### src/rtl/program_loader_pkg.sv
// program_loader_pkg
//   Shared constants and types for the instruction-memory loader.
//   - LDR_HEADER / LDR_DEPTH / LDR_ADRS_W / LDR_TIMEOUT: default frame format
//   - ldr_state_e: loader FSM encoding (2 bits)
//   - ldr_sum8: modulo-256 running checksum step
package program_loader_pkg;

   localparam logic [7:0] LDR_HEADER  = 8'hA5;
   localparam int         LDR_DEPTH   = 16;
   localparam int         LDR_ADRS_W  = 4;
   localparam int         LDR_TIMEOUT = 50000;
   localparam int         LDR_TIMER_W = 16;

   typedef enum logic [1:0] {
      LDR_IDLE  = 2'd0,
      LDR_LOAD  = 2'd1,
      LDR_WRITE = 2'd2,
      LDR_CHECK = 2'd3
   } ldr_state_e;

   function automatic logic [7:0] ldr_sum8(input logic [7:0] a, input logic [7:0] b);
      return a + b;
   endfunction

endpackage

### src/rtl/program_loader_timer.sv
// load_timer
//   Idle-gap watchdog. Counts enabled cycles since the last clear and flags
//   the cycle on which the count would reach TIMEOUT.
//   - clk, reset : clock, async active-high reset
//   - clear      : zero the count (wins over enable)
//   - enable     : count this cycle
//   - expired    : this edge is the TIMEOUT-th consecutive enabled cycle
module load_timer #(
   parameter int TIMEOUT = 50000,
   parameter int W       = 16
) (
   input  logic clk,
   input  logic reset,
   input  logic clear,
   input  logic enable,
   output logic expired
);

   localparam logic [W-1:0] LAST = W'(TIMEOUT - 1);

   logic [W-1:0] cnt_q, cnt_d;

   always_comb begin
      cnt_d = cnt_q;
      if (clear)
         cnt_d = '0;
      else if (enable)
         cnt_d = cnt_q + 1'b1;
   end

   always_ff @(posedge clk or posedge reset) begin
      if (reset)
         cnt_q <= '0;
      else
         cnt_q <= cnt_d;
   end

   // Fires on the edge that completes TIMEOUT idle cycles; an accept on the
   // same edge clears instead, so a byte arriving just in time still counts.
   assign expired = enable & ~clear & (cnt_q == LAST);

endmodule

### src/rtl/program_loader.sv
// program_loader
//   Writer side of the CPU instruction RAM. Accepts a framed byte stream
//   (HEADER, DEPTH payload bytes, checksum), writes the payload to RAM
//   addresses 0..DEPTH-1 and holds the CPU until a frame checks out.
//   - clk, reset       : clock, async active-high reset
//   - in_data/valid    : stream byte in, accepted when in_valid && in_ready
//   - in_ready         : loader can take a byte (low in WRITE and in reset)
//   - mem_we/adrs/data : RAM write port, one-cycle strobe
//   - cpu_hold         : keep CPU in reset while loading / after a bad frame
//   - busy             : frame in progress
//   - load_done        : sticky, last frame good
//   - load_err         : sticky, last frame bad (checksum or timeout)
module program_loader
   import program_loader_pkg::*;
#(
   parameter logic [7:0] HEADER  = LDR_HEADER,
   parameter int         DEPTH   = LDR_DEPTH,
   parameter int         ADRS_W  = LDR_ADRS_W,
   parameter int         TIMEOUT = LDR_TIMEOUT
) (
   input  logic              clk,
   input  logic              reset,
   input  logic [7:0]        in_data,
   input  logic              in_valid,
   output logic              in_ready,
   output logic              mem_we,
   output logic [ADRS_W-1:0] mem_adrs,
   output logic [7:0]        mem_data,
   output logic              cpu_hold,
   output logic              busy,
   output logic              load_done,
   output logic              load_err
);

   localparam logic [ADRS_W-1:0] LAST_ADRS = ADRS_W'(DEPTH - 1);

   ldr_state_e        state_q, state_d;
   logic [ADRS_W-1:0] count_q, count_d;
   logic [7:0]        sum_q, sum_d;
   logic [ADRS_W-1:0] mem_adrs_q, mem_adrs_d;
   logic [7:0]        mem_data_q, mem_data_d;
   logic              cpu_hold_q, cpu_hold_d;
   logic              busy_q, busy_d;
   logic              load_done_q, load_done_d;
   logic              load_err_q, load_err_d;
   logic              timer_clr, timer_en, timer_expired;

   load_timer #(
      .TIMEOUT (TIMEOUT),
      .W       (LDR_TIMER_W)
   ) u_timer (
      .clk     (clk),
      .reset   (reset),
      .clear   (timer_clr),
      .enable  (timer_en),
      .expired (timer_expired)
   );

   // in_ready is gated by reset so it reads 0 while reset is held, even
   // though the state register already sits in IDLE.
   assign in_ready = ~reset & (state_q != LDR_WRITE);
   assign mem_we   = (state_q == LDR_WRITE);

   // Inside each accepting state in_ready is known high, so in_valid alone
   // marks an accept; this keeps in_ready out of the next-state logic.
   always_comb begin
      state_d     = state_q;
      count_d     = count_q;
      sum_d       = sum_q;
      mem_adrs_d  = mem_adrs_q;
      mem_data_d  = mem_data_q;
      cpu_hold_d  = cpu_hold_q;
      busy_d      = busy_q;
      load_done_d = load_done_q;
      load_err_d  = load_err_q;
      timer_clr   = 1'b1;
      timer_en    = 1'b0;

      unique case (state_q)
         LDR_IDLE: begin
            if (in_valid && in_data == HEADER) begin
               state_d     = LDR_LOAD;
               cpu_hold_d  = 1'b1;
               busy_d      = 1'b1;
               load_done_d = 1'b0;
               load_err_d  = 1'b0;
               count_d     = '0;
               sum_d       = '0;
            end
         end

         LDR_LOAD: begin
            timer_en  = 1'b1;
            timer_clr = in_valid;
            if (in_valid) begin
               // A header byte here is just payload: no resync mid-frame.
               state_d    = LDR_WRITE;
               mem_adrs_d = count_q;
               mem_data_d = in_data;
               sum_d      = ldr_sum8(sum_q, in_data);
            end else if (timer_expired) begin
               state_d    = LDR_IDLE;
               busy_d     = 1'b0;
               load_err_d = 1'b1;
            end
         end

         LDR_WRITE: begin
            count_d = count_q + 1'b1;
            state_d = (mem_adrs_q == LAST_ADRS) ? LDR_CHECK : LDR_LOAD;
         end

         LDR_CHECK: begin
            timer_en  = 1'b1;
            timer_clr = in_valid;
            if (in_valid) begin
               state_d = LDR_IDLE;
               busy_d  = 1'b0;
               if (ldr_sum8(sum_q, in_data) == 8'h00) begin
                  load_done_d = 1'b1;
                  cpu_hold_d  = 1'b0;
               end else begin
                  load_err_d  = 1'b1;
               end
            end else if (timer_expired) begin
               state_d    = LDR_IDLE;
               busy_d     = 1'b0;
               load_err_d = 1'b1;
            end
         end

         default: state_d = LDR_IDLE;
      endcase
   end

   always_ff @(posedge clk or posedge reset) begin
      if (reset) begin
         state_q     <= LDR_IDLE;
         count_q     <= '0;
         sum_q       <= '0;
         mem_adrs_q  <= '0;
         mem_data_q  <= '0;
         cpu_hold_q  <= 1'b0;
         busy_q      <= 1'b0;
         load_done_q <= 1'b0;
         load_err_q  <= 1'b0;
      end else begin
         state_q     <= state_d;
         count_q     <= count_d;
         sum_q       <= sum_d;
         mem_adrs_q  <= mem_adrs_d;
         mem_data_q  <= mem_data_d;
         cpu_hold_q  <= cpu_hold_d;
         busy_q      <= busy_d;
         load_done_q <= load_done_d;
         load_err_q  <= load_err_d;
      end
   end

   assign mem_adrs  = mem_adrs_q;
   assign mem_data  = mem_data_q;
   assign cpu_hold  = cpu_hold_q;
   assign busy      = busy_q;
   assign load_done = load_done_q;
   assign load_err  = load_err_q;

endmodule

### config.mk
export PLATFORM = sky130hd
export DESIGN_NAME = program_loader
export DESIGN_NICKNAME = d
export VERILOG_FILES = /design/src/rtl/program_loader_pkg.sv /design/src/rtl/program_loader_timer.sv /design/src/rtl/program_loader.sv
export SDC_FILE = /design/constraint.sdc
export NUM_CORES = 1
export LEC_CHECK = 0
export ABC_AREA = 1
export BUFFER_PORTS_ARGS = -buffer_cell sky130_fd_sc_hd__buf_4
export CAP_MARGIN = 10
export CORE_ASPECT_RATIO = 1.2
export CORE_MARGIN = 4
export CORE_UTILIZATION = 58
export DETAILED_ROUTE_END_ITERATION = 12
export PLACE_DENSITY = 0.79
export SLEW_MARGIN = 40
export SYNTH_ARGS = -nofsm -noshare
export SYNTH_HDL_FRONTEND = slang
export SYNTH_SLANG_ARGS = --single-unit
### constraint.sdc
create_clock -name clk -period 2.1 [get_ports clk]
set_input_delay 0.315 -clock clk [delete_from_list [all_inputs] [get_ports clk]]
set_output_delay 0.315 -clock clk [all_outputs]
set_load 0.1 [all_outputs]
# After elaboration in Yosys (flattened, before gate mapping)
# Index checks and enable logic that the tools add are counted.
totals:
  n_memories: 0
  mem_bits_ro: 0
  elab_cells: 78
  in_bits: 11
  regBits: 46
  output_inout_bits: 18
  latchBits: 0
  ram_bits: 0
classes:
  bitwise_logic: 5
  add_sub_neg: 3
  magnitude_cmp: 0
  eq_ne: 13
  n_mul: 0
  n_div: 0
  shift: 0
  n_mux: 32
  n_reduce_logical: 15
ops:
  columns: ["cell", "count"]
  rows:
  - ["2-to-1 mux 16 bit", 2]
  - ["adder 16 x 1 -> 16 bit, second input constant", 1]
  - ["== test 16 bit, second input constant", 1]
  - ["2-to-1 mux 8 bit", 2]
  - ["case mux 8 bit (2 select lines)", 1]
  - ["2-to-1 mux 1 bit", 15]
  - ["inequality test 2 bit, second input constant", 6]
  - ["2-to-1 mux 2 bit", 5]
  - ["adder 8 bit", 1]
  - ["== test 8 bit, second input constant", 1]
  - ["logical NOT 8 bit", 1]
  - ["case mux 2 bit (4 select lines)", 1]
  - ["case mux 4 bit (2 select lines)", 1]
  - ["AND reduction 4 bit", 2]
  - ["nonzero test 2 bit", 4]
  - ["case mux 1 bit (3 select lines)", 2]
  - ["AND reduction 3 bit", 2]
  - ["adder 4 x 1 -> 4 bit, second input constant", 1]
  - ["== test 2 bit, second input constant", 2]
  - ["== test 4 bit, second input constant", 1]
  - ["2-to-1 mux 4 bit", 1]
  - ["case mux 1 bit (2 select lines)", 2]
  - ["AND reduction 2 bit", 2]
  - ["AND 1 bit", 3]
  - ["7 further kinds", 8]

# Longest topological paths before layout
# Gate-level depths: netlist (run 1).
depth:
  word_depth: 9
  mapped_depth: 13
  depth_no_buf: 13

# Cells and area by module
# A second synthesis (run 1) with hierarchy kept.
unflattened:
  hier_cells: 358
  hier_area_um2: 2682.6
modules_own_cells:
  columns: ["mod", "area_per_inst_um2", "seq_area_each_um2", "instances", "cells_per_inst"]
  rows:
  - ["program_loader", 1686.6, 750.7, 1, 220]
  - ["load_timer", 996.0, 400.4, 1, 138]

# Least setup slack after synthesis (run 1)
# OpenSTA, ideal clock, no wires.
synth_path:
  path_type: "register to output"
  startpoint: "register state_q[1]"
  endpoint: "output port in_ready"
  setup_slack_ns: -0.603
  path_stages_with_launch: 4
  n_path_buf: 0
  arrival_ns: 2.388
  required_time_ns: 1.785
  path_cell_list: "dfrtp_1 nand2_1 inv_1 nor2_1"
synth_via:
  elab_chain_cells: 2
synth_rtl:
  columns: ["item", "line", "text"]
  rows:
  - ["start: declaration", "program_loader.sv:37", "ldr_state_e state_q, state_d;"]
  - ["start signal: assignment", "program_loader.sv:148", "state_q <= state_d;"]
  - ["inequality test 2 bit", "program_loader.sv:61", "assign in_ready = ~reset & (state_q != LDR_WRITE);"]
  - ["AND 1 bit", "program_loader.sv:61", null]
  - ["end: declaration", "program_loader.sv:25", "output logic in_ready,"]
# No other way between the ends.

# Worst setup path in the final report (run 1)
layout_path:
  startpoint: "register sum_q[0]"
  endpoint: "register cpu_hold_q, in the netlist cpu_hold"
layout_via:
  elab_chain_cells: 4
layout_rtl:
  columns: ["item", "line", "text"]
  rows:
  - ["start: declaration", "program_loader.sv:39", "logic [7:0] sum_q, sum_d;"]
  - ["start signal: assignment", "program_loader.sv:150", "sum_q <= sum_d;"]
  - ["adder 8 bit", "program_loader_pkg.sv:22", "return a + b;"]
  - ["logical NOT 8 bit", "program_loader.sv:119", "if (ldr_sum8(sum_q, in_data) == 8'h00) begin"]
  - ["inequality test 2 bit (no line)", null, null]
  - ["AND reduction 4 bit (no line)", null, null]
  - ["end signal: assignment", "program_loader.sv:153", "cpu_hold_q <= cpu_hold_d;"]
  - ["end: declaration", "program_loader.sv:42", "logic cpu_hold_q, cpu_hold_d;"]
# No other way between the ends.
# A chain may end at the register's enable or synchronous reset.

==> impl_metrics.ini, run 1 <==
[final_layout]
nFillCells = 338
n_antenna_cell = 0
area.growth.synth_to_final_pct = 15.8
finalNetCount = 367
final_util = 0.712
final_common_cell = nand2_1
final_cell_mix = 81 x nand2_1, 46 x dfrtp_1, 37 x inv_1
drive_gt1_frac = 0.170
finalNonFillerCells = 401

[synth]
ys_ff_latch = 46
synth-edff-count = 0
ys_warn_count = 0
synthMuxAreaShare = 0
synthArstFlopShare = 1.00
synth_cell_types = 33
synth_largest_area_cell = dfrtp_1
yosysSeqAreaShare = 0.464
syn_area_per_cell_um2 = 7.95
synth_top_area_share = 0.464
synthesis.area_mm2 = 0.00248
synthTopCellsByArea = dfrtp_1 46%, nand2_1 12%, inv_1 5.8%
synth_xor_area_frac = 0.0141
synthAdderAreaFrac = 0.0535
synthFlopType = dfrtp_1
synth_compound_area_frac = 0.103
synth_top_family_by_area = simple AND/OR/NAND/NOR gates
synthCells = 312
synth_nets = 333
synthSimpleGateAreaFrac = 0.286

[clock_tree]
clock_sinks = 46
cts_buffers = 5
tritoncts = done
hold_buffers = 0
clk_pin_slew_ns = 0.09
clkLatencyLatePin_ns = 0.30
htreeDepth = 2
cts_buffer_depth = 2
post_cts_buffers = 0
ctsResizeCount = 0
cts_root_buf = clkbuf_8

[die]
row_count = 25
die_y_um = 79.6
dieWidth_um = 67.7
die_area_mm2 = 0.00539
pin_count = 29
core_mm2 = 0.00404
initial_core_util = 0.615

[timing]
worst_pin_slew_ns = 0.441
whs_ns = 0.0758
finalMaxSlewViolations = 0
finalSetupTns_ns = 0
fin_crit_ns = 1.98
hold_viol_final = 0
rsz0062_at_grt = false
period_share = 0.942
setup_violations = 0
relSlewSlack = 0.705
timing.fmax_mhz = 506
clock_skew_ns = 0.00795

[pwr]
power_density_mw_per_mm2 = 1520
p_leak_nw = 1.48
irDropWorstVdd_mv = 1.08

[placed_design]
port_buffers = 28
dpl.cell_count = 393
gp_congestion = 0.971
dpl.hpwl_um = 4000

[global_route]
grtUsageMet1 = 0.257
grt_most_used_layer = met2
grt_max_degree = 47
grt_use_total = 0.227
overflow = 0
antenna_found_initial = 0
met2_usage = 0.400
grt_pass1_wl_um = 9320
grt_pass1_vias = 2185
met3_usage = 0.0507

[worst_setup_path]
crit_chain = ha_1 -> fa_2 -> inv_1 -> nand3_2 -> nor2_1 -> nand3_1 -> nor2_2 -> nand3_2 -> nand2_2 -> nand2_2 -> nand2_1 -> nand2_1
r2r_start = sum_q[0]$_DFFE_PP0P_
cpMaxStageDelayCell = fa_2
r2r_cells = 12
crit_cells = 12
critPathKind = reg -> reg
timing.rr.end = cpu_hold$_DFFE_PP0P_
crit_required_ns = 2.29
crit_path_max_incr_delay_ns = 0.41
arrival_ns = 2.17
cp-start-kind = flop
worst-path-buf-inv = 1
crit_path_end = cpu_hold$_DFFE_PP0P_
critPathLaunch = sum_q[0]$_DFFE_PP0P_
reg2reg_slack_ns = 0.12
end_kind = flop
crit_family = simple AND/OR/NAND/NOR gates
worstPathMaxFanout = 3

[route]
route.detailed.wl_per_inst_um = 13.3
drt_iter0_drc = 158
drt_pass1_iterations = 4
drc = 0
drt-total-wl_um = 5350
drtAntennaViolNets = 0
vias = 2180
via_per_inst = 5.44

[job]
drv_cap = 0

[min_path]
worstHoldPathType = in -> async

[run_status]
outcome = completed
worst min-delay path, cell delays in order:
cell and delay (ns):
buf_4 0.12, clkinv_1 0.06, buf_12 0.25
final cells by class:
cell class / instances / area, um^2 / share of cell area
Clock buffer: 7 / 86.3 / 0.0301
Tap cell: 54 / 67.6 / 0.0235
Sequential cell: 46 / 1150 / 0.401
Inverter: 44 / 165 / 0.0575
Multi-Input combinational cell: 217 / 1140 / 0.398
Timing Repair Buffer: 32 / 253 / 0.0880
Clock inverter: 1 / 5.00 / 0.00174
cell usage after synthesis, types with 2 or more instances:
| library cell | n |
|---|---|
| nand4_1 | 7 |
| nor2_1 | 17 |
| nand2_2 | 4 |
| nand2_1 | 81 |
| nand3b_1 | 2 |
| a31oi_1 | 2 |
| nor2_2 | 5 |
| dfrtp_1 | 46 |
| ha_1 | 9 |
| a21oi_1 | 17 |
| nand3_1 | 27 |
| inv_2 | 4 |
| nand3_2 | 3 |
| nor3_1 | 7 |
| clkinv_1 | 2 |
| xor2_1 | 3 |
| o21a_1 | 2 |
| inv_1 | 38 |
| o21ai_0 | 20 |
| buf_2 | 3 |
power breakdown:
group	switching, W	internal, W	total [W]
logic	0.00184	0.000634	0.00247
registers	0.000201	0.00115	0.00135
clock network	0.000291	0.000266	0.000556
metrics by stage:
| step | setup WS (ns) | area [um^2] | power (W) |
|---|---|---|---|
| floorplan | 0.151 | 2490 | 0.00329 |
| global placement | 0.0771 | 2780 | 0.00377 |
| detailed placement | 0.0183 | 2780 | 0.00383 |
| CTS | 0.0881 | 2870 | 0.00439 |
| global route | 0.0349 | 2870 | 0.00468 |
| finish | 0.122 | 2870 | 0.00438 |
registers in the layout, summed over array words and instances (netlist names):
name           cells
u_timer.cnt_q     16
mem_data           8
sum_q              8
count_q            4
mem_adrs           4
state_q            2
busy               1
cpu_hold           1
load_done          1
load_err           1
metal layers:
| layer | vias up | share of wire |
|---|---|---|
| met5 | - | 0 |
| met4 | 0 | 0.021 |
| met3 | 12 | 0.041 |
| met2 | 50 | 0.51 |
| met1 | 1035 | 0.43 |
| li1 | 1083 | - |
worst min-delay path by stage:
stage,slack (ns),to,depth (start not counted)
2_1_floorplan,0.42,mem_data[1]$_DFFE_PP0P_,2
3_3_place_gp,0.40,u_timer.cnt_q[0]$_DFFE_PP0P_,3
3_5_place_dp,0.41,u_timer.cnt_q[0]$_DFFE_PP0P_,3
4_1_cts,0.08,busy$_DFFE_PP0P_,3
5_1_grt,0.09,u_timer.cnt_q[4]$_DFFE_PP0P_,3
6_report,0.08,u_timer.cnt_q[4]$_DFFE_PP0P_,3
logic make-up after synthesis:
logic type	count (synthesis)
adder cells (fa/ha/maj)	10
AO/OA/AOI/OAI	47
AND/OR/NAND/NOR	156
XOR/XNOR	4
buffers and inverters	49
flip-flops	46
Note: power is estimated with default switching activity, not from simulation.
==> run 2, diff against run 1 <==
CORE_UTILIZATION = 55   (was 58)
PLACE_DENSITY = 0.76   (was 0.79)
==> run 2 against run 1 <==
Clock skew about the same; count of clock-buffer cells in the layout increased by 1; first-iteration DRC count decreased by 10%; non-clock buffer count increased by 1; maximum frequency increased by 0.39%; die area increased by 4.8%; hold slack got worse by 0.020 ns; worst setup slack improved by 0.0077 ns; total power increased by 2.2%; critical path type unchanged.
==> impl_metrics.ini, run 2 (same netlist as run 1, synthesis figures left out) <==
[run_status]
outcome = completed

[final_layout]
nFillCells = 399
largest-register = u_timer.cnt_q
final_common_cell = nand2_1
final_cell_mix = 81 x nand2_1, 46 x dfrtp_1, 36 x inv_1
n_antenna_cell = 0
largest_reg_flops = 16
drive_gt1_frac = 0.187
area.growth.synth_to_final_pct = 17.6
final_util = 0.679
fin_area_mm2 = 0.00292
finalNetCount = 368

[route]
drc = 0
drt_iter0_drc = 142
drtAntennaViolNets = 0
drt_pass1_iterations = 4
vias = 2147
via_per_inst = 5.31
route.detailed.wl_per_inst_um = 13.3
drt-total-wl_um = 5360

[worst_setup_path]
crit_chain = ha_4 -> fa_2 -> inv_2 -> nand3_2 -> nor2_2 -> nand3_1 -> nor2_2 -> nand3_2 -> nand2_2 -> nand2_2 -> nand2_1 -> nand2_1
arrival_ns = 2.15
cpMaxStageDelayCell = dfrtp_1
crit_family = simple AND/OR/NAND/NOR gates
cp-start-kind = flop
critPathKind = reg -> reg
end_kind = flop
crit_path_max_incr_delay_ns = 0.42
worstPathMaxFanout = 3
crit_required_ns = 2.28
worst-path-buf-inv = 1

[job]
drv_cap = 0

[global_route]
grt_use_total = 0.208
grt_pass1_wl_um = 9520
grt_max_degree = 27
grt_pass1_vias = 2157
overflow = 0
antenna_found_initial = 0

[timing]
whs_ns = 0.0561
timing.fmax_mhz = 508
clock_skew_ns = 0.00800
finalSetupTns_ns = 0
setup_violations = 0
relSlewSlack = 0.683
hold_viol_final = 0
period_share = 0.938
finalMaxSlewViolations = 0
fin_crit_ns = 1.97
worst_pin_slew_ns = 0.475

[placed_design]
gp_congestion = 0.915
port_buffers = 28
place_area_mm2 = 0.00279
dpl.hpwl_um = 4030

[clock_tree]
clk_pin_slew_ns = 0.08
tritoncts = done
post_cts_buffers = 0
cts_root_buf = clkbuf_8
clkLatencyLatePin_ns = 0.29
cts_buffers = 5
htreeDepth = 2
clock_sinks = 46
cts_buffer_depth = 2

[pwr]
irDropWorstVdd_mv = 1.10
power_density_mw_per_mm2 = 1530
p_leak_nw = 1.49

[die]
row_count = 26
dieWidth_um = 69.3
die_area_mm2 = 0.00565
pin_count = 29
die_y_um = 81.6
core_mm2 = 0.00429
initial_core_util = 0.578

[min_path]
worstHoldPathType = in -> async
==> run 2: cell count changes in the layout (fill, tap and decap cells not counted), sizes merged <==
| cell | before | now |
|---|---|---|
| buf | 32 | 33 |
| clkbuf | 7 | 8 |
| clkinv | 4 | 2 |
| inv | 41 | 42 |
==> run 2: cell type report <==
class / instances / area (um^2) / area share
Clock buffer: 8 / 110 / 0.0378
Inverter: 44 / 165 / 0.0567
Multi-Input combinational cell: 217 / 1160 / 0.397
Sequential cell: 46 / 1150 / 0.395
Tap cell: 56 / 70.1 / 0.0240
Timing Repair Buffer: 33 / 260 / 0.0893
==> run 2: path summary, 6_finish.rpt <==
| path | startpoint | to | slack [ns] | depth (start not counted) |
|---|---|---|---|---|
| worst min register to register | u_timer.cnt_q[0]$_DFFE_PP0P_ | u_timer.cnt_q[0]$_DFFE_PP0P_ | 0.46 | 1 |
| max in group asynchronous | reset | u_timer.cnt_q[12]$_DFFE_PP0P_ | 1.54 | 3 |
| worst max register to register | sum_q[0]$_DFFE_PP0P_ | cpu_hold$_DFFE_PP0P_ | 0.13 | 12 |
| min in group clk | in_data[4] | mem_data[4]$_DFFE_PP0P_ | 0.24 | 3 |
| worst min-delay path | reset | u_timer.cnt_q[1]$_DFFE_PP0P_ | 0.06 | 2 |
| worst max-delay path | sum_q[0]$_DFFE_PP0P_ | cpu_hold$_DFFE_PP0P_ | 0.13 | 12 |
==> run 2: through the flow <==
step / total power (W) / worst slack, ns / instances
floorplan: 0.00329 / 0.151 / 312
global placement: 0.00378 / 0.0866 / 396
global route: 0.00478 / -0.00152 / 404
CTS: 0.00447 / 0.0443 / 404
finish: 0.00447 / 0.130 / 404
detailed placement: 0.00384 / 0.0306 / 396
==> run 2: where the power goes <==
group	switching (W)	leakage, nW	internal, W
sequential	0.000203	0.598	0.00115
combinational	0.00185	0.840	0.000653
clock	0.000282	0.0575	0.000332
total	0.00234	1.49	0.00213
==> run 2: repair_timing <==
item                       CTS  global route
hold buffers                 0             0
gates resized for setup      0             5
setup endpoints to repair    0             3
==> run 2: metal layers <==
metal / track usage / part of all wire
met1: 0.249 / 0.45
met2: 0.373 / 0.51
met3: 0.0441 / 0.031
met4: 0.0742 / 0.016
met5: 0 / 0
==> run 3, diff against run 2 <==
CORE_UTILIZATION = 54   (was 55)
PLACE_DENSITY = 0.75   (was 0.76)
==> run 3 against run 2 <==
Flip-flop and latch count unchanged; wire length decreased by 1.1%; combinational power is essentially flat; largest cell class is now flip-flops and latches; register-to-register slack barely moved.
==> impl_metrics.ini, run 3 (same netlist as run 1, synthesis figures left out) <==
[run_status]
outcome = completed

[global_route]
grtUsageMet1 = 0.263
grt_most_used_layer = met2
grt_use_total = 0.209
met3_usage = 0.0448
grt_pass1_wl_um = 9670
grt_pass1_vias = 2185
overflow = 0
grt_max_degree = 26
antenna_found_initial = 0
met2_usage = 0.363

[route]
vias = 2145
drtAntennaViolNets = 0
drt_iter0_drc = 171
drt-total-wl_um = 5300
drt_pass1_iterations = 7
route.detailed.wl_per_inst_um = 13.1
drc = 0
via_per_inst = 5.31

[min_path]
worstHoldPathType = in -> async

[timing]
relSlewSlack = 0.674
hold_viol_final = 0
timing.fmax_mhz = 509
worst_slack_ns = 0.134
rsz0062_at_grt = false
finalMaxSlewViolations = 0
setup_violations = 0
worst_pin_slew_ns = 0.489
clock_skew_ns = 0.0129
fin_crit_ns = 1.97
period_share = 0.936
finalSetupTns_ns = 0

[worst_setup_path]
arrival_ns = 2.16
r2r_start = sum_q[0]$_DFFE_PP0P_
timing.rr.end = cpu_hold$_DFFE_PP0P_
reg2reg_slack_ns = 0.13
end_kind = flop
r2r_cells = 12
critPathKind = reg -> reg
crit_required_ns = 2.30
worstPathMaxFanout = 3
cp-start-kind = flop

[clock_tree]
cts_buffer_depth = 2
cts_root_buf = clkbuf_8
tritoncts = done
clock_sinks = 46
clkLatencyLatePin_ns = 0.30
clk_pin_slew_ns = 0.09
post_cts_buffers = 0
htreeDepth = 2
cts_buffers = 5

[pwr]
irDropWorstVdd_mv = 1.15
power_density_mw_per_mm2 = 1580
p_leak_nw = 1.51

[placed_design]
place_ws_ns = 0.0522
gp_congestion = 0.872
dpl.hpwl_um = 3990
port_buffers = 28

[die]
core_mm2 = 0.00436
initial_core_util = 0.569
row_count = 26
dieWidth_um = 69.9
die_area_mm2 = 0.00574
die_y_um = 82.2
pin_count = 29

[final_layout]
final_common_cell = nand2_1
n_antenna_cell = 0
nFillCells = 380
final_cell_mix = 81 x nand2_1, 46 x dfrtp_1, 37 x inv_1
area.growth.synth_to_final_pct = 18.3
drive_gt1_frac = 0.178
largest_reg_flops = 16
finalNetCount = 368
largest-register = u_timer.cnt_q

[job]
drv_cap = 0
==> run 3: critical path: stages, from the launching register on <==
cell,delay [ns]
dfrtp_1,0.40
ha_1,0.22
fa_2,0.41
inv_1,0.10
nand3_2,0.07
nor2_1,0.11
nand3_1,0.12
nor2_2,0.13
nand3_2,0.08
nand2_2,0.07
nand2_2,0.05
nand2_1,0.06
nand2_1,0.04
==> run 3: cell type report <==
class / instances / area, um^2 / share of cell area
tap: 56 / 70.1 / 0.0239
clock buffer: 6 / 82.6 / 0.0282
timing repair buffer: 33 / 260 / 0.0887
sequential: 46 / 1150 / 0.392
multi-input combinational: 217 / 1140 / 0.390
inverter: 44 / 165 / 0.0563
clock inverter: 2 / 60.1 / 0.0205
==> run 3: how the worst max path moves through the flow <==
stage                                       to                   start  slack, ns  cells after the start
after floorplan                       in_ready  state_q[1]$_DFFE_PP0P_       0.15                      3
after global placement    cpu_hold$_DFFE_PP0P_              in_data[0]       0.08                     12
after detailed placement  cpu_hold$_DFFE_PP0P_              in_data[0]       0.05                     12
after CTS                 cpu_hold$_DFFE_PP0P_    sum_q[0]$_DFFE_PP0P_       0.11                     11
after global routing      cpu_hold$_DFFE_PP0P_    sum_q[0]$_DFFE_PP0P_       0.06                     12
final                     cpu_hold$_DFFE_PP0P_    sum_q[0]$_DFFE_PP0P_       0.13                     12
==> run 3: through the flow <==
step                      total power (W)  utilization  instance area, um^2  cells  hold slack [ns]
after detailed placement          0.00383        0.639                 2790    396            0.396
after CTS                         0.00465        0.672                 2930    404           0.0659
after global routing              0.00495        0.673                 2930    404           0.0850
after global placement            0.00378        0.639                 2790    396            0.391
after floorplan                   0.00329            -                 2490    312            0.425
final                             0.00463        0.673                 2930    404           0.0552
==> run 3: what timing repair did <==
action | 4_1_cts | 5_1_grt
hold buffers | 0 | 0
setup endpoints to repair | 0 | 1
gates resized for setup | 0 | 1
==> run 3: routing by layer <==
layer / wire [um] / share of wire / vias up
met5: 0 / 0 / -
met4: 106 / 0.020 / 0
met3: 206 / 0.039 / 9
met2: 2660 / 0.50 / 41
met1: 2330 / 0.44 / 1011
li1: - / - / 1084
==> run 3: report_power, final <==
| group | internal, W | switching [W] |
|---|---|---|
| logic | 0.000641 | 0.00184 |
| clock network | 0.000508 | 0.000299 |
| registers | 0.00115 | 0.000194 |
| total | 0.00230 | 0.00233 |
